==> config.mk <==
export PLATFORM = sky130hd
export DESIGN_NAME = rr_mux8_arbiter_flat
export DESIGN_NICKNAME = d
export VERILOG_FILES = /design/src/rtl/rr_mux8_arbiter_pkg.sv /design/src/rtl/rr_mux8_arbiter_if.sv /design/src/rtl/rr_mux8_arbiter_pick8.sv /design/src/rtl/rr_mux8_arbiter.sv /design/src/flat_wrapper.sv
export SDC_FILE = /design/constraint.sdc
export NUM_CORES = 1
export LEC_CHECK = 0
export ABC_CLOCK_PERIOD_IN_PS = 10140
export CORE_MARGIN = 1.5
export CORE_UTILIZATION = 35
export CTS_BUF_LIST = sky130_fd_sc_hd__clkbuf_2 sky130_fd_sc_hd__clkbuf_4 sky130_fd_sc_hd__clkbuf_8
export DETAILED_ROUTE_END_ITERATION = 12
export GPL_TIMING_DRIVEN = 0
export HOLD_SLACK_MARGIN = 0.15
export SYNTH_ARGS = -nofsm -noshare
export SYNTH_HDL_FRONTEND = slang
export SYNTH_SLANG_ARGS = --single-unit
==> constraint.sdc <==
create_clock -name clk -period 10.14 [get_ports clk]
set_input_delay 1.521 -clock clk [delete_from_list [all_inputs] [get_ports clk]]
set_output_delay 1.521 -clock clk [all_outputs]
set_load 0.02 [all_outputs]
==> src/rtl/rr_mux8_arbiter_pkg.sv <==
// Shared constants, state encoding and helpers for the round-robin mux8 arbiter.
package rr_mux8_arbiter_pkg;

    localparam int unsigned N_REQ = 8;
    localparam int unsigned SEL_W = 3;
    localparam int unsigned CNT_W = 4;

    typedef enum logic {
        IDLE  = 1'b0,
        GRANT = 1'b1
    } state_e;

    function automatic logic [N_REQ-1:0] onehot(input logic [SEL_W-1:0] idx);
        onehot = N_REQ'(1) << idx;
    endfunction

endpackage

==> src/rtl/rr_mux8_arbiter_if.sv <==
// Request/grant bundle between the requesters (master) and the arbiter (slave).
interface rr_mux8_arbiter_if;
    import rr_mux8_arbiter_pkg::*;

    logic [N_REQ-1:0] req;
    logic [N_REQ-1:0] gnt;
    logic [SEL_W-1:0] sel;
    logic             busy;

    modport master (output req, input gnt, input sel, input busy);
    modport slave  (input req, output gnt, output sel, output busy);

endinterface

==> src/rtl/rr_mux8_arbiter_pick8.sv <==
// Combinational rotating-priority picker: first set request at or after i_ptr, wrapping 7->0.
module rr_pick8
    import rr_mux8_arbiter_pkg::*;
(
    input  logic [N_REQ-1:0] i_req,
    input  logic [SEL_W-1:0] i_ptr,
    output logic [SEL_W-1:0] o_idx_c,
    output logic             o_found_c
);

    logic [N_REQ-1:0] w_rot;
    logic [SEL_W-1:0] w_first;

    // Rotate right by ptr so the fixed-priority search starts at ptr.
    always_comb begin
        w_rot = '0;
        for (int i = 0; i < int'(N_REQ); i++) begin
            w_rot[i] = i_req[SEL_W'(i) + i_ptr];
        end
    end

    always_comb begin
        w_first = '0;
        for (int i = int'(N_REQ) - 1; i >= 0; i--) begin
            if (w_rot[i]) begin
                w_first = SEL_W'(i);
            end
        end
    end

    assign o_idx_c   = w_first + i_ptr;
    assign o_found_c = |i_req;

endmodule

==> src/rtl/rr_mux8_arbiter.sv <==
// Round-robin arbiter driving the select of the shared 8:1 mux; grants last at most HOLD_MAX cycles.
module rr_mux8_arbiter
    import rr_mux8_arbiter_pkg::*;
#(
    parameter int unsigned HOLD_MAX = 4
) (
    input  logic             clk,
    input  logic             rst_n,
    rr_mux8_arbiter_if.slave io_arb
);

    state_e           r_state, w_state;
    logic [SEL_W-1:0] r_ptr, w_ptr;
    logic [CNT_W-1:0] r_cnt, w_cnt;
    logic [N_REQ-1:0] r_gnt, w_gnt;
    logic [SEL_W-1:0] r_sel, w_sel;
    logic             r_busy, w_busy;
    logic             w_release;
    logic [SEL_W-1:0] w_pick_idx;
    logic             w_pick_found;

    rr_pick8 u_pick (
        .i_req     (io_arb.req),
        .i_ptr     (r_ptr),
        .o_idx_c   (w_pick_idx),
        .o_found_c (w_pick_found)
    );

    always_ff @(posedge clk or negedge rst_n) begin
        if (!rst_n) begin
            r_state <= IDLE;
            r_ptr   <= '0;
            r_cnt   <= '0;
            r_gnt   <= '0;
            r_sel   <= '0;
            r_busy  <= 1'b0;
        end else begin
            r_state <= w_state;
            r_ptr   <= w_ptr;
            r_cnt   <= w_cnt;
            r_gnt   <= w_gnt;
            r_sel   <= w_sel;
            r_busy  <= w_busy;
        end
    end

    // Owner is released when it drops its request or has used its full hold budget.
    always_comb begin
        w_state   = r_state;
        w_ptr     = r_ptr;
        w_cnt     = r_cnt;
        w_gnt     = r_gnt;
        w_sel     = r_sel;
        w_busy    = r_busy;
        w_release = 1'b0;
        case (r_state)
            IDLE: begin
                if (w_pick_found) begin
                    w_gnt   = onehot(w_pick_idx);
                    w_sel   = w_pick_idx;
                    w_busy  = 1'b1;
                    w_cnt   = CNT_W'(1);
                    w_state = GRANT;
                end
            end
            GRANT: begin
                w_release = !io_arb.req[r_sel] || (r_cnt == CNT_W'(HOLD_MAX));
                if (w_release) begin
                    w_gnt   = '0;
                    w_busy  = 1'b0;
                    w_ptr   = r_sel + SEL_W'(1);
                    w_cnt   = '0;
                    w_state = IDLE;
                end else begin
                    w_cnt = r_cnt + CNT_W'(1);
                end
            end
            default: begin
                w_state = IDLE;
            end
        endcase
    end

    assign io_arb.gnt  = r_gnt;
    assign io_arb.sel  = r_sel;
    assign io_arb.busy = r_busy;

endmodule

==> src/flat_wrapper.sv <==
// flat-port wrapper written by rule: the top's interface ports become plain ports
module rr_mux8_arbiter_flat import rr_mux8_arbiter_pkg::*;
#(
    parameter int unsigned HOLD_MAX = 4
)
  (clk, rst_n, io_arb_req, io_arb_gnt, io_arb_sel, io_arb_busy);
  rr_mux8_arbiter_if io_arb_i ();
  input  logic clk;
  input  logic rst_n;
  input wire logic [$bits(io_arb_i.req)-1:0] io_arb_req;
  output wire logic [$bits(io_arb_i.gnt)-1:0] io_arb_gnt;
  output wire logic [$bits(io_arb_i.sel)-1:0] io_arb_sel;
  output wire logic [$bits(io_arb_i.busy)-1:0] io_arb_busy;
  assign io_arb_i.req = io_arb_req;
  assign io_arb_gnt = io_arb_i.gnt;
  assign io_arb_sel = io_arb_i.sel;
  assign io_arb_busy = io_arb_i.busy;
  rr_mux8_arbiter #(.HOLD_MAX(HOLD_MAX)) u_core (.clk(clk), .rst_n(rst_n), .io_arb(io_arb_i));
endmodule
Word level (Yosys, flattened, before mapping)
Index checks and enable logic that the tools add are counted.
{"block": "word_totals", "mem_bits_ro": 0, "n_memories": 0, "word_cells": 74, "ff_bits": 20, "latchBits": 0, "in_bits": 10, "out_inout_bits": 12, "mem_bits_rw": 0}
{"block": "classes", "n_mux": 38, "shift": 1, "addsub": 10, "order_cmp": 9, "mul": 0, "n_div": 0, "n_bitwise": 1, "n_reduce_logical": 6, "eq_ne": 3}
{"cell": "$lt 3x4->1 const B", "n": 9}
{"cell": "$bmux 1 s3", "n": 9}
{"cell": "$mux 3", "n": 8}
{"cell": "$mux 8", "n": 2}
{"cell": "$pmux 8 s2", "n": 1}
{"cell": "$mux 1", "n": 13}
{"cell": "$add 3x3->3 const A", "n": 4}
{"cell": "$mux 4", "n": 2}
{"cell": "$pmux 4 s2", "n": 1}
{"cell": "$reduce_or 8->1", "n": 1}
{"cell": "$shl 1x3->8 const A", "n": 1}
{"cell": "$add 2x3->3 const A", "n": 2}
{"cell": "$reduce_and 2->1", "n": 3}
{"cell": "$add 4x1->4 const B", "n": 1}
{"cell": "$eq 4x3->1 const B", "n": 1}
{"cell": "$ne 2x2->1 const B", "n": 2}
{"cell": "$pmux 1 s2", "n": 2}
{"cell": "$add 1x3->3 const A", "n": 1}
{"cell": "$add 3x1->3 const B", "n": 1}
{"cell": "$add 3x3->3", "n": 1}
{"cell": "$logic_not 1->1", "n": 1}
{"cell": "$logic_or 1x1->1", "n": 1}
{"cell": "$not 1->1", "n": 1}

Logic depth before layout (Yosys ltp)
Gate-level depths: netlist of run 1.
{"block": "depth", "ltp_word": 15, "depth_mapped": 17, "mapped_depth_nobuf": 15}

Hierarchy
Synthesis of run 1 repeated with hierarchy kept, for this count alone.
{"block": "unflattened", "cells_unflattened": 178, "area_unflattened_um2": 1744.2}
{"mod": "rr_mux8_arbiter", "instances": 1, "area_each_um2": 1097.3, "seq_area_each_um2": 500.5, "cells_per_inst": 110}
{"mod": "rr_pick8", "instances": 1, "area_each_um2": 646.9, "seq_area_each_um2": 0.0, "cells_per_inst": 68}

Least setup slack after synthesis of run 1
No wires, ideal clock.
{"block": "synth_timing", "kind": "input-to-reg", "from": "input port io_arb_req[1]", "to": "register u_core.r_gnt[2], in the netlist u_core.io_arb.gnt[2]", "setup_slack_ns": 5.918, "arrival_ns": 4.101, "required_time_ns": 10.019, "n_path_buf": 0, "cell_stages": 12, "setup_ns": 0.121, "cell_sequence": "mux4_2 mux2_2 nand2b_1 a21oi_1 o21ba_2 a2bb2oi_1 ha_1 inv_1 fa_1 xor2_1 nand3_2 a32o_2"}
{"block": "synth_via", "elab_chain_cells": 14, "word_cells_on_any_way": 36, "classes_between": "add/sub (1); eq/ne (2); shift (1); mux (28); reduce/logical (4)"}
{"item": "start: declaration", "line": "flat_wrapper.sv:10", "source": "input wire logic [$bits(io_arb_i.req)-1:0] io_arb_req;"}
{"item": "$bmux 1 s3", "line": "rr_mux8_arbiter_pick8.sv:18", "source": "w_rot[i] = i_req[SEL_W'(i) + i_ptr];"}
{"item": "$mux 1 (not written as such)", "line": "rr_mux8_arbiter_pick8.sv:18"}
{"item": "$mux 3 (8 in series)", "line": "rr_mux8_arbiter_pick8.sv:25", "source": "if (w_rot[i]) begin"}
{"item": "$add 3x3->3", "line": "rr_mux8_arbiter_pick8.sv:31", "source": "assign o_idx_c = w_first + i_ptr;"}
{"item": "$shl 1x3->8", "line": "rr_mux8_arbiter_pkg.sv:14", "source": "onehot = N_REQ'(1) << idx;"}
{"item": "$mux 8", "line": "rr_mux8_arbiter.sv:58", "source": "if (w_pick_found) begin"}
{"item": "$pmux 8 s2", "line": "rr_mux8_arbiter.sv:56", "source": "case (r_state)"}
{"item": "end signal: assignment", "line": "rr_mux8_arbiter.sv:41", "source": "r_gnt <= w_gnt;"}
{"item": "end: declaration", "line": "rr_mux8_arbiter.sv:15", "source": "logic [N_REQ-1:0] r_gnt, w_gnt;"}
Parallel ways exist; a longest one is shown, timed or not. The select of a mux whose other input is x is not followed.
A chain may end at the register's enable or synchronous reset.

Worst setup path after layout of run 1
{"block": "layout_timing", "from": "input port io_arb_req[5]", "to": "register u_core.r_gnt[2], in the netlist u_core.io_arb.gnt[2]"}
The elaborated chain is that of the path after synthesis.

==> summary.md, run 1 <==
| Metric | Value |
|---|---|
| Synth area leader | `dfrtp_1` |
| Rel. slew slack | `0.4001` |
| DR pass1 iterations | `8` |
| Busiest grt layer | `met2` |
| Final setup viols | `0` |
| Max Cap Viol | `0` |
| Clock net sink count | `20` |
| DP Cell Count | `227` |
| Outcome | `finished with violations` |
| Critical Path End Type | `flip-flop` |
| Warnings from Yosys | `0` |
| Synth Cell Area | `1644 µm²` |
| Min-Delay Path Depth | `2` |
| Worst reg2reg path startpoint | `u_core.r_ptr[1]` |
| Top-area cell type share of the netlist area | `0.3044` |
| Overflow after GRT | `0` |
| Die span in x | `71.54 µm` |
| Met3 GRT Util | `0.01406` |
| Worst EP arrival | `4980 ps` |
| Vias in the first global route | `1336` |
| Antenna Nets Post-Route | `0` |
| Cells after synthesis | `154` |
| Antenna diodes | `0` |
| Wire length of the first global-routing pass | `6230 µm` |
| H-tree Lvls | `1` |
| Via density per instance | `5.784` |
| Final period utilization | `0.4761` |
| Post-Route WL | `3573 µm` |
| Fill count | `419` |
| R2R setup slack | `5950 ps` |
| Ys async rst share | `1.000` |
| GR Util All Layers | `0.1499` |
| Commonest cells after routing, fill and taps aside | `21 x clkdlybuf4s50_1, 20 x dfrtp_1, 17 x nand2_1` |
| Share of cells above drive strength 1 | `0.1732` |
| Least-Margin Pin Slew | `897.1 ps` |
| Root buffer cell | `clkbuf_8` |
| Final std cells w/o fill | `231` |
| Post-CTS Setup Bufs | `0` |
| Worst-Skew Late Latency | `260 ps` |
| Bufs on Longest Clock Path | `2` |
| WS Path Type | `in -> reg` |
| Predominant post-synthesis flop cell | `dfrtp_1` |
| FP Rows | `24` |
| Routing usage on met1 | `0.2089` |
| Drt initial violations | `106` |
| Post-DP HPWL | `2779 µm` |
| Yosys reg bits | `20` |
| Post-CTS resize count | `0` |
| Req. time, crit path | `10290 ps` |
| Final Hold Viols | `0` |
| Clock slew at the register clock pins of the worst setup and hold paths | `70 ps` |
| Initial Util | `0.3699` |
| RSZ-0062 raised after global routing | `no` |
| Setup TNS | `0 ps` |
| Placer congestion estimate | `0.7984` |
| DRC | `1` |
| Die height | `71.54 µm` |
| Nets | `197` |
| Worst setup path endpoint | `u_core.io_arb.gnt[2]` |
| Crit. Startpoint | `io_arb_req[5]` |
| Syn nets | `171` |
| Count of buffers from port buffering | `21` |
| Post-synthesis sequential area ratio | `0.3044` |
| Failing checks | `design-rule violations` |
| Boundary pin count | `22` |
| Initial antenna violation count | `0` |
| CP Launch Type | `input port` |
| Met2 Use GR | `0.2565` |
| Clock buffer count from CTS | `3` |
| Synth top area cells | `dfrtp_1 30%, mux4_2 11%, mux4_1 6.4%` |
| Post-synth EDFFs | `0` |
| Area growth syn-to-layout | `20.09%` |
| Commonest non-fill, non-tap cell in the layout | `clkdlybuf4s50_1` |
| Yosys cell types | `46` |
| HP Class | `reg -> reg` |
| Via Count | `1336` |
| Fmax | `0.2072 GHz` |
| Largest net degree at the start of global routing | `21` |
| Overall die area | `5117 µm²` |
| Tmin final | `4827 ps` |
| CTS tree | `built` |
| Synthesized area per cell | `10.68 µm²` |
| Hold Buf Count CTS | `0` |
| Worst-path maximum fanout | `7` |
| DR WL/cell | `15.47 µm` |
| Worst R2R Path Depth | `13` |
| Core Region | `4444 µm²` |
| Reg2reg end | `u_core.io_arb.gnt[7]` |
| Fin. max-slew vios | `0` |
| Layout Skew | `4.569 ps` |
[cells by family after synthesis]
group,Yosys count,share of synthesized area
AO/OA/AOI/OAI,29,0.1332
XOR/XNOR,6,0.03196
adder cells (fa/ha/maj),7,0.05784
buffers and inverters,10,0.03272
flip-flops,20,0.3044
multiplexers,24,0.2603
AND/OR/NAND/NOR,58,0.1796
[worst min path at each step]
stage                             from                 end  slack (ps)
detailed placement     u_core.r_cnt[3]     u_core.r_cnt[3]         470
floorplan              u_core.r_cnt[3]     u_core.r_cnt[3]         440
global placement       u_core.r_cnt[3]     u_core.r_cnt[3]         460
global route           u_core.r_cnt[3]     u_core.r_cnt[3]         510
finish              u_core.io_arb.busy  u_core.io_arb.busy         480
CTS                    u_core.r_cnt[3]     u_core.r_cnt[3]         480
[worst max-delay path, stage by stage]
cell	delay, ps
clkdlybuf4s50_1	530
mux4_2	520
mux2_2	310
nand2b_1	150
a21oi_1	120
o21ba_2	140
a2bb2oi_1	220
ha_1	180
inv_1	50
fa_1	400
xnor2_1	390
o21ai_2	150
a32o_2	290
[registers in the layout, indices dropped and copies added, names as in the netlist]
register,count
u_core.r_ptr,3
u_core.io_arb.busy,1
u_core.io_arb.sel,3
u_core.r_state,1
u_core.r_cnt,4
u_core.io_arb.gnt,8
[cell usage after synthesis, types with 2 or more instances]
library cell   n
xnor2_1        2
o211ai_1       4
nor4_1         4
nor3b_1        2
buf_6          2
mux2_4         3
mux2_2         5
a21oi_1        3
nor2b_1        2
dfrtp_1       20
nand2b_1       4
ha_1           6
a32o_1         2
xor2_1         4
inv_1          6
mux4_1         4
mux2i_1        3
nand4_1        3
nand3_1        9
mux4_2         8
nand2_1       17
o21ai_0        7
nor2_1        10
o21ai_1        2
[routing by layer]
metal,share of wire,vias to the layer above
met5,0,-
met4,0.013,0
met3,0.026,7
met2,0.48,23
met1,0.48,663
li1,-,643
[cell type report]
class                   count  area (µm²)  area share
inverters                   6       22.52     0.01141
plain buffers               4       31.28     0.01584
well taps                  52       65.06     0.03295
flip-flops and latches     20       500.5      0.2535
multi-input cells         124        1090      0.5520
repair buffers             21       210.2      0.1065
clock buffers               4       55.05     0.02788
[through the flow]
step           hold slack (ps)  cell area (µm²)  worst slack (ps)    util
2_1_floorplan            436.3             1644              5918       -
4_1_cts                  481.5             1974              5309  0.4443
3_5_place_dp             467.9             1919              5043  0.4319
6_report                 482.9             1974              5313  0.4443
5_1_grt                  509.2             1974              5058  0.4443
3_3_place_gp             456.4             1919              5150  0.4319
Power of run 1 is left out: the tool's default activity adds up to more than one toggle a clock period on the data nets, which glitch-free logic cannot reach.
==> run 2, diff against run 1 <==
--- a/config.mk
+++ b/config.mk
@@ -5,7 +5,7 @@
 export SDC_FILE = /design/constraint.sdc
 export NUM_CORES = 1
 export LEC_CHECK = 0
-export ABC_CLOCK_PERIOD_IN_PS = 10140
+export ABC_CLOCK_PERIOD_IN_PS = 4000
 export CORE_MARGIN = 1.5
 export CORE_UTILIZATION = 35
 export CTS_BUF_LIST = sky130_fd_sc_hd__clkbuf_2 sky130_fd_sc_hd__clkbuf_4 sky130_fd_sc_hd__clkbuf_8
==> constraint.sdc (replaced) <==
create_clock -name clk -period 4 [get_ports clk]
set_input_delay 0.6 -clock clk [delete_from_list [all_inputs] [get_ports clk]]
set_output_delay 0.6 -clock clk [all_outputs]
set_load 0.02 [all_outputs]
==> run 2 against run 1 <==
Net effect:
- the run still ends with design-rule violations left
- wire length is 3.6% higher
- critical path type is now reg -> reg
- count of clock-buffer cells in the layout did not move
- first-iteration DRC count rose by 5.7%
- design area rose by 3.9%
- via count increased by 0.30%
==> summary.md, run 2 (synthesis results as in run 1) <==
| Metric | Value |
|---|---|
| Outcome | `finished with violations` |
| Failing checks | `design-rule violations` |
| HP Class | `reg -> reg` |
| Critical path's top delay family | `adder cells` |
| Post-DP HPWL | `2779 µm` |
| Critical path's slowest cell | `mux4_1` |
| Critical Path End Type | `flip-flop` |
| Drt initial violations | `112` |
| CTS tree | `built` |
| Clock slew at the register clock pins of the worst setup and hold paths | `70 ps` |
| Antenna Nets Post-Route | `0` |
| GR Util All Layers | `0.1515` |
| Via Count | `1340` |
| CP Launch Type | `flip-flop` |
| Pre-CTS worst setup slack | `-176.1 ps` |
| Max stage delay on crit path | `590 ps` |
| Fin. max-slew vios | `0` |
| Hold_sp | `u_core.io_arb.busy` |
| Stages on the worst setup path | `15` |
| Core Region | `4444 µm²` |
| Final period utilization | `0.9594` |
| Max reg flops | `8` |
| Post-Route WL | `3701 µm` |
| Min-Delay Path Depth | `2` |
| DP Cell Count | `227` |
| Fmax | `0.2606 GHz` |
| Placer congestion estimate | `0.7984` |
| DR WL/cell | `15.88 µm` |
| Clock net sink count | `20` |
| Final std cells w/o fill | `233` |
| Boundary pin count | `22` |
| Final Hold Viols | `0` |
| Hold Buf Count CTS | `0` |
| Die span in x | `71.54 µm` |
| Area growth syn-to-layout | `24.73%` |
| Largest net degree at the start of global routing | `21` |
| H-tree Lvls | `1` |
| Count of buffers from port buffering | `21` |
| Tmin final | `3838 ps` |
| Initial antenna violation count | `0` |
| DRC | `1` |
| Via density per instance | `5.751` |
| WS Path Type | `reg -> reg` |
| Worst-path maximum fanout | `8` |
| Crit. Startpoint | `u_core.r_ptr[1]` |
| Bufs on Longest Clock Path | `2` |
| Least-Margin Pin Slew | `899.4 ps` |
| Worst reg2reg path startpoint | `u_core.r_ptr[1]` |
| Wire length of the first global-routing pass | `6272 µm` |
| Final setup viols | `0` |
| Crit-path cells | `inv_1, ha_1, buf_6, mux4_1, mux2_2, nor2b_1, nor2_1, o21ba_2, a2bb2oi_1, ha_1, inv_1, fa_2, nand2_1, nor2_1, a32o_1` |
| Commonest non-fill, non-tap cell in the layout | `clkdlybuf4s50_1` |
| Layout Skew | `3.800 ps` |
| FP Rows | `24` |
| Max Cap Viol | `0` |
| DR pass1 iterations | `8` |
| Die height | `71.54 µm` |
| Worst path bufs/invs | `3` |
| Worst-Skew Late Latency | `260 ps` |
| Antenna diodes | `0` |
| Rel. slew slack | `0.3985` |
| Worst R2R Path Depth | `15` |
| Overflow after GRT | `0` |
| Clock buffer count from CTS | `3` |
| Share of cells above drive strength 1 | `0.2320` |
| Vias in the first global route | `1337` |
| Root buffer cell | `clkbuf_8` |
| Overall die area | `5117 µm²` |
| PnR worst setup slack | `162.3 ps` |
| Nets | `199` |
| Req. time, crit path | `4150 ps` |
| Commonest cells after routing, fill and taps aside | `21 x clkdlybuf4s50_1, 18 x dfrtp_1, 17 x nand2_1` |
| Initial Util | `0.3699` |
| Worst EP arrival | `3980 ps` |
-- run 2: worst paths after layout --
path	endpoint	slack (ps)
setup / recovery	u_core.io_arb.gnt[0]	160
hold / removal	u_core.io_arb.busy	480
setup reg to reg	u_core.io_arb.gnt[0]	160
hold reg to reg	u_core.io_arb.busy	480
max in group asynchronous	u_core.r_ptr[0]	2550
min in group asynchronous	u_core.io_arb.gnt[5]	850
-- run 2: layout make-up --
class                           instances  area (µm²)
Timing Repair Buffer                   24       245.2
Fill cell                             411        2394
Multi-Input combinational cell        124        1132
Inverter                                6       22.52
Tap cell                               52       65.06
Buffer                                  3       27.53
Sequential cell                        20       503.0
Clock buffer                            4       55.05
-- run 2: tightest hold or removal path, stage by stage, from the launching register on --
cell and delay (ps):
dfrtp_1 350, nand2_1 50, nand2_1 50
-- run 2: routing by layer --
metal	routed length [µm]	track usage	up-vias
li1	-	-	644
met1	1765	0.2112	667
met2	1801	0.2596	22
met3	91	0.01406	7
met4	43	0.03145	0
met5	0	0	-
-- run 2: per-stage QoR --
| stage | area (µm²) | TNS, ps | utilization | hold WS [ps] |
|---|---|---|---|---|
| 6_report | 2051 | 0 | 0.4614 | 482.9 |
| 5_1_grt | 2051 | -191.9 | 0.4614 | 509.2 |
| 4_1_cts | 1999 | 0 | 0.4499 | 481.5 |
| 3_5_place_dp | 1919 | -922.7 | 0.4319 | 467.9 |
| 3_3_place_gp | 1919 | -405.2 | 0.4319 | 456.4 |
| 2_1_floorplan | 1644 | 0 | - | 304.4 |
-- run 2: repair_timing --
item / 4_1_cts / 5_1_grt
gates resized for setup: 6 / 4
endpoints found under the setup margin: 8 / 9
cloned: 0 / 0
pin swaps: 0 / 2
buffers inserted: 0 / 3
Power of run 2 is left out for the same reason.
==> RTL edit 1: new RTL, config.mk and constraints of run 2 <==
Reset style: synchronous (`rst_n`), changed in one clocked block.
--- a/src/rtl/rr_mux8_arbiter.sv
+++ b/src/rtl/rr_mux8_arbiter.sv
@@ -27,5 +27,5 @@
     );
 
-    always_ff @(posedge clk or negedge rst_n) begin
+    always_ff @(posedge clk) begin
         if (!rst_n) begin
             r_state <= IDLE;
Function: differs if rst_n is asserted again (counterexample within 4 cycles, from zero or initial values and one cycle with rst_n low); with rst_n held inactive, the same outputs for 10 cycles.
==> RTL edit 1 against run 2 <==
First-iteration DRC count shrank 17%; cell area increased by 3.7%; synthesized cell count increased by 15%; via count is 8.7% higher; fmax fell by 0.86%; utilization decreased by 0.51 points; sequential cell count stayed put; clock skew grew 2.0 ps; non-clock buffer count rose by 8; area after synthesis up 2.1%; setup slack worse by 33 ps; wire length grew 2.9%; critical path type unchanged.
==> RTL edit 1: results (changes against run 2) <==
- # DRC: 0 (was 1)
- WL/cell: 14.6 um (was 15.9 um)
- Share of layout cells above drive strength 1: 22.2% (was 23.2%)
- Syn avg cell area: 9.48 um^2 (was 10.7 um^2)
- Number of fill cells: 456 (was 411)
- Slowest cell on the critical path: or4b_4 (was mux4_1)
- DR vias/cell: 5.58 (was 5.75)
- Vias in the first global route: 1299 (was 1337)
- Slew headroom: 45.8% (was 39.9%)
- Status: complete, no violations (was finished with violations)
- Post-DP Area: 1960 um^2 (was 1920 um^2)
- Starting DRT DRC Count: 93 (was 112)
- Register-to-register setup slack: 130 ps (was 160 ps)
- Sequential area share after synthesis: 23.9% (was 30.4%)
- Crit path DAT: 4070 ps (was 3980 ps)
- FFs w/ async S/R, synth: 0% (was 100%)
- Worst Hold End: u_core.r_cnt[3]$_SDFFE_PN0P_ (was u_core.io_arb.busy$_DFFE_PN0P_)
- CP max FO: 6 (was 8)
- Count of different cell masters after synthesis: 45 (was 46)
- Hold_ws: 465 ps (was 483 ps)
- Largest net degree at the start of global routing: 11 (was 21)
- Placed Cells incl. Taps: 252 (was 227)
- Critical Path Start: u_core.r_ptr[0]$_SDFFE_PN0P_ (was u_core.r_ptr[1]$_DFFE_PN0P_)
- Layout Nets: 226 (was 199)
- R2R depth: 17 (was 15)
- Synth cell count leaders: nor2_1 (22), dfxtp_1 (20), nand3_1 (19) (was dfrtp_1 (20), nand2_1 (17), nor2_1 (10))
- Top cells by area, synth: dfxtp_1 (24%), mux4_2 (12%), mux4_1 (7.8%) (was dfrtp_1 (30%), mux4_2 (11%), mux4_1 (6.4%))
- Hpwl dp: 2.79 mm (was 2.78 mm)
- Worst Skew: 5.80 ps (was 3.80 ps)
[RTL edit 1: changes by cell type in the layout (fill, tap and decap cells not counted), sizes merged, moves of 8 or more]
cell                  run 2  this run
dfxtp                     0        20
nand3                    10        19
dlymetal6s2s              0         8
clkdlybuf4s50            21        13
nor2                     10        22
dfrtp                    20         0
[RTL edit 1: final cells by class]
cell class	instances	area, um^2	share of cell area [%]
Inverter	6	27.5	1.29
Tap cell	54	67.6	3.18
Sequential cell	20	402	18.9
Timing Repair Buffer	27	275	12.9
Multi-Input combinational cell	143	1240	58.5
Buffer	8	68.8	3.24
Clock buffer	3	41.3	1.94
[RTL edit 1: logic make-up (layout without fill, tap and decap cells)]
group / count (synthesis) / in the layout / synth area share, %
fa+ha+maj: 7 / 7 / 5.67
compound gates: 29 / 29 / 12.0
xor+xnor: 6 / 6 / 3.13
buf+inv: 14 / 44 / 4.47
flops: 20 / 20 / 23.9
mux: 25 / 25 / 27.4
simple gates: 76 / 76 / 23.5
[RTL edit 1: worst max-delay path, delay by kind of cell (launching register included)]
family	cells	cell delay [ps]
simple gates	5	1030
compound gates	3	470
buf+inv	4	390
fa+ha+maj	3	920
mux	2	650
flops	1	340
[RTL edit 1: metal layers]
layer	up-vias	GRT usage (%)	part of all wire (%)
li1	725	-	-
met2	26	25.4	49
met3	2	2.92	3.4
met4	0	2.10	0.21
met5	-	0	0
met1	703	21.0	47
[RTL edit 1: power by group through the flow]
stage                     clock (mW)  sequential [mW]  combinational (mW)
after global placement             0            0.299               0.897
after global routing           0.142            0.303                1.14
final                          0.130            0.298                1.04
after detailed placement           0            0.301               0.905
after floorplan                    0            0.334               0.652
after CTS                      0.134            0.297               0.945
[RTL edit 1: repair_timing]
item | CTS | global route
pin swaps | 1 | 7
buffers inserted | 1 | 5
gates resized for setup | 9 | 22
endpoints found under the setup margin | 2 | 6
[RTL edit 1: stage by stage]
stage          util, %  setup slack [ps]  setup TNS [ps]  power (mW)
3_3_place_gp      42.0              -415           -1120        1.20
5_1_grt           45.6             -35.3           -87.0        1.58
6_report          45.6               129               0        1.46
3_5_place_dp      42.0              -409            -936        1.21
4_1_cts           43.5              60.1               0        1.38
2_1_floorplan        -               163               0       0.985
==> RTL edit 2: new RTL, flow settings as in run 2 <==
Made on the original files. The package constant `N_REQ` goes from 8 to 16.
--- a/src/rtl/rr_mux8_arbiter_pkg.sv
+++ b/src/rtl/rr_mux8_arbiter_pkg.sv
@@ -2,5 +2,5 @@
 package rr_mux8_arbiter_pkg;
 
-    localparam int unsigned N_REQ = 8;
+    localparam int unsigned N_REQ = 16;
     localparam int unsigned SEL_W = 3;
     localparam int unsigned CNT_W = 4;
Ports: changed (resized io_arb_gnt and io_arb_req); port bits go from 22 to 38. No check against the original RTL was run, so the function may have changed too.
==> RTL edit 2 against run 2 <==
Setup slack better by 78 ps; register-to-register slack better by 120 ps; sequential cell count unchanged; sequential share of layout area down 1.8 points; first-iteration DRC count down 53%; die area up 3.9%; worst hold slack better by 15 ps; wire length down 1.4%; cell area up 7.5%; area after synthesis up 4.1%; critical endpoint is now u_core.io_arb.gnt[2]$_DFFE_PN0P_.
==> RTL edit 2: results (changes against run 2) <==
- Antenna Cells: 0 (unchanged)
- Met3 Wirelength: 123 um (was 91 um)
- GRT Total Usage: 14.5% (was 15.2%)
- Clock Latency Late Sink: 260 ps (about the same)
- Leakage power: 0.905 nW
- Met3 Use GR: 2.90% (was 1.41%)
- Hpwl dp: 2.83 mm (was 2.78 mm)
- Met2 routed WL: 1.76 mm (was 1.80 mm)
- Layout Nets: 230 (was 199)
- First-pass GRT wire length: 6.05 mm (was 6.27 mm)
- TritonCTS Buffers: 3 (unchanged)
- Mapped Cells: 164 (was 154)
- Max reg flops: 8 (unchanged)
- Vias in the first global route: 1293 (was 1337)
- FFs w/ async S/R, synth: 100% (unchanged)
- Crit path max-delay family: multiplexers (was adder cells)
- Synth cell count leaders: dfrtp_1 (20), nand2_1 (20), nand3_1 (12) (was dfrtp_1 (20), nand2_1 (17), nor2_1 (10))
- Wl on met1: 1.76 mm (was 1.77 mm)
- Post-synth top flop: dfrtp_1 (unchanged)
- Worst Skew: 4.53 ps (was 3.80 ps)
- Count of different cell masters after synthesis: 44 (was 46)
- Number of fill cells: 471 (was 411)
- Critical path's largest stage delay: 550 ps (was 590 ps)
- Met1 Resource Use GR: 20.6% (was 21.1%)
- Placer Congestion: 0.779 (was 0.798)
- Number of synthesized flops with an enable pin: 0 (unchanged)
- Post-DP Area: 2110 um^2 (was 1920 um^2)
- Placed Cells incl. Taps: 267 (was 227)
- Top routing layer in use: met4 (unchanged)
- GR Util met2: 23.9% (was 26.0%)
- Top cells by area, synth: dfrtp_1 (29%), mux4_2 (14%), mux4_1 (4.6%) (was dfrtp_1 (30%), mux4_2 (11%), mux4_1 (6.4%))
- WL/cell: 13.5 um (was 15.9 um)
- Crit path DAT: 3960 ps (was 3980 ps)
- H-tree depth: 1 (unchanged)
- Status: complete, no violations (was finished with violations)
- Clk root buf: clkbuf_8 (unchanged)
- Post-Place Setup Slack: -44.1 ps (was -176 ps)
- Share of layout cells above drive strength 1: 19.1% (was 23.2%)
- Area of the multi-input gates: 1160 um^2 (was 1130 um^2)
- Slew headroom: 41.4% (was 39.9%)
- # port buffers: 29 (was 21)
- Max clock buf depth: 2 (unchanged)
- Drt first pass iters: 4 (was 8)
- CP max FO: 8 (unchanged)
- Sequential area share after synthesis: 29.2% (was 30.4%)
- Yosys warns: 0 (unchanged)
- DR vias/cell: 5.23 (was 5.75)
- Routed WL: 3.65 mm (was 3.70 mm)
- Slowest cell on the critical path: fa_2 (was mux4_1)
- Starting DRT DRC Count: 53 (was 112)
[RTL edit 2: changes by cell type after synthesis, moves of 4 or more]
cell / delta
buf_4: +8
mux2_2: -4
nor2_1: -5
a32o_1: +4
[RTL edit 2: layout make-up]
| cell class | instances | share of cell area [%] |
|---|---|---|
| Clock buffer | 4 | 2.50 |
| Sequential cell | 20 | 22.8 |
| Tap cell | 67 | 3.80 |
| Buffer | 12 | 3.80 |
| Timing Repair Buffer | 29 | 13.2 |
| Inverter | 9 | 1.53 |
| Multi-Input combinational cell | 130 | 52.4 |
[RTL edit 2: power breakdown]
part	switching [mW]	internal [mW]
Clock	0.0663	0.0876
Sequential	0.0741	0.276
Combinational	0.804	0.680
[RTL edit 2: what timing repair did]
| item | in CTS | in global routing |
|---|---|---|
| setup buffers | 0 | 0 |
| endpoints found under the setup margin | 0 | 8 |
| resized for setup | 0 | 8 |
[RTL edit 2: final timing paths]
path | from | end | slack (ps) | depth (start not counted)
worst max-delay path | io_arb_req[3] | u_core.io_arb.gnt[2]$_DFFE_PN0P_ | 240 | 10
worst min-delay path | u_core.io_arb.gnt[0]$_DFFE_PN0P_ | u_core.io_arb.gnt[0]$_DFFE_PN0P_ | 500 | 2
worst max register to register | u_core.r_ptr[0]$_DFFE_PN0P_ | u_core.io_arb.gnt[2]$_DFFE_PN0P_ | 280 | 12
worst min register to register | u_core.io_arb.gnt[0]$_DFFE_PN0P_ | u_core.io_arb.gnt[0]$_DFFE_PN0P_ | 500 | 2
max in group asynchronous | rst_n | u_core.r_ptr[1]$_DFFE_PN0P_ | 2560 | 1
min in group asynchronous | rst_n | u_core.io_arb.gnt[2]$_DFFE_PN0P_ | 830 | 1
[RTL edit 2: cell families (layout without fill, tap and decap cells)]
| group | Yosys count | count (layout) | synth area share, % |
|---|---|---|---|
| adders and majority gates | 7 | 7 | 5.56 |
| muxes | 23 | 23 | 25.4 |
| xor gates and xnor gates | 6 | 6 | 3.07 |
| and+or+nand+nor | 58 | 58 | 17.5 |
| other | 1 | 8 | 0.219 |
| AOI/OAI and AO/OA | 28 | 28 | 12.1 |
| buffers and inverters | 21 | 54 | 6.87 |
| DFF | 20 | 20 | 29.2 |
[RTL edit 2: worst reg2reg max path, stage by stage (launching register included)]
cell and delay (ps):
dfrtp_1 410, inv_1 140, ha_1 300, buf_2 180
mux4_2 350, mux2_2 300, nand2b_1 280, a32o_1 270
a22oi_1 250, fa_2 550, nor4_1 390, o21ai_0 150
nand3_1 90
[RTL edit 2: through the flow]
stage | power (mW) | hold WS, ps
after global placement | 1.73 | 470
after detailed placement | 1.76 | 468
final | 1.99 | 498
after CTS | 1.92 | 498
after global routing | 2.17 | 530
after floorplan | 1.45 | 304
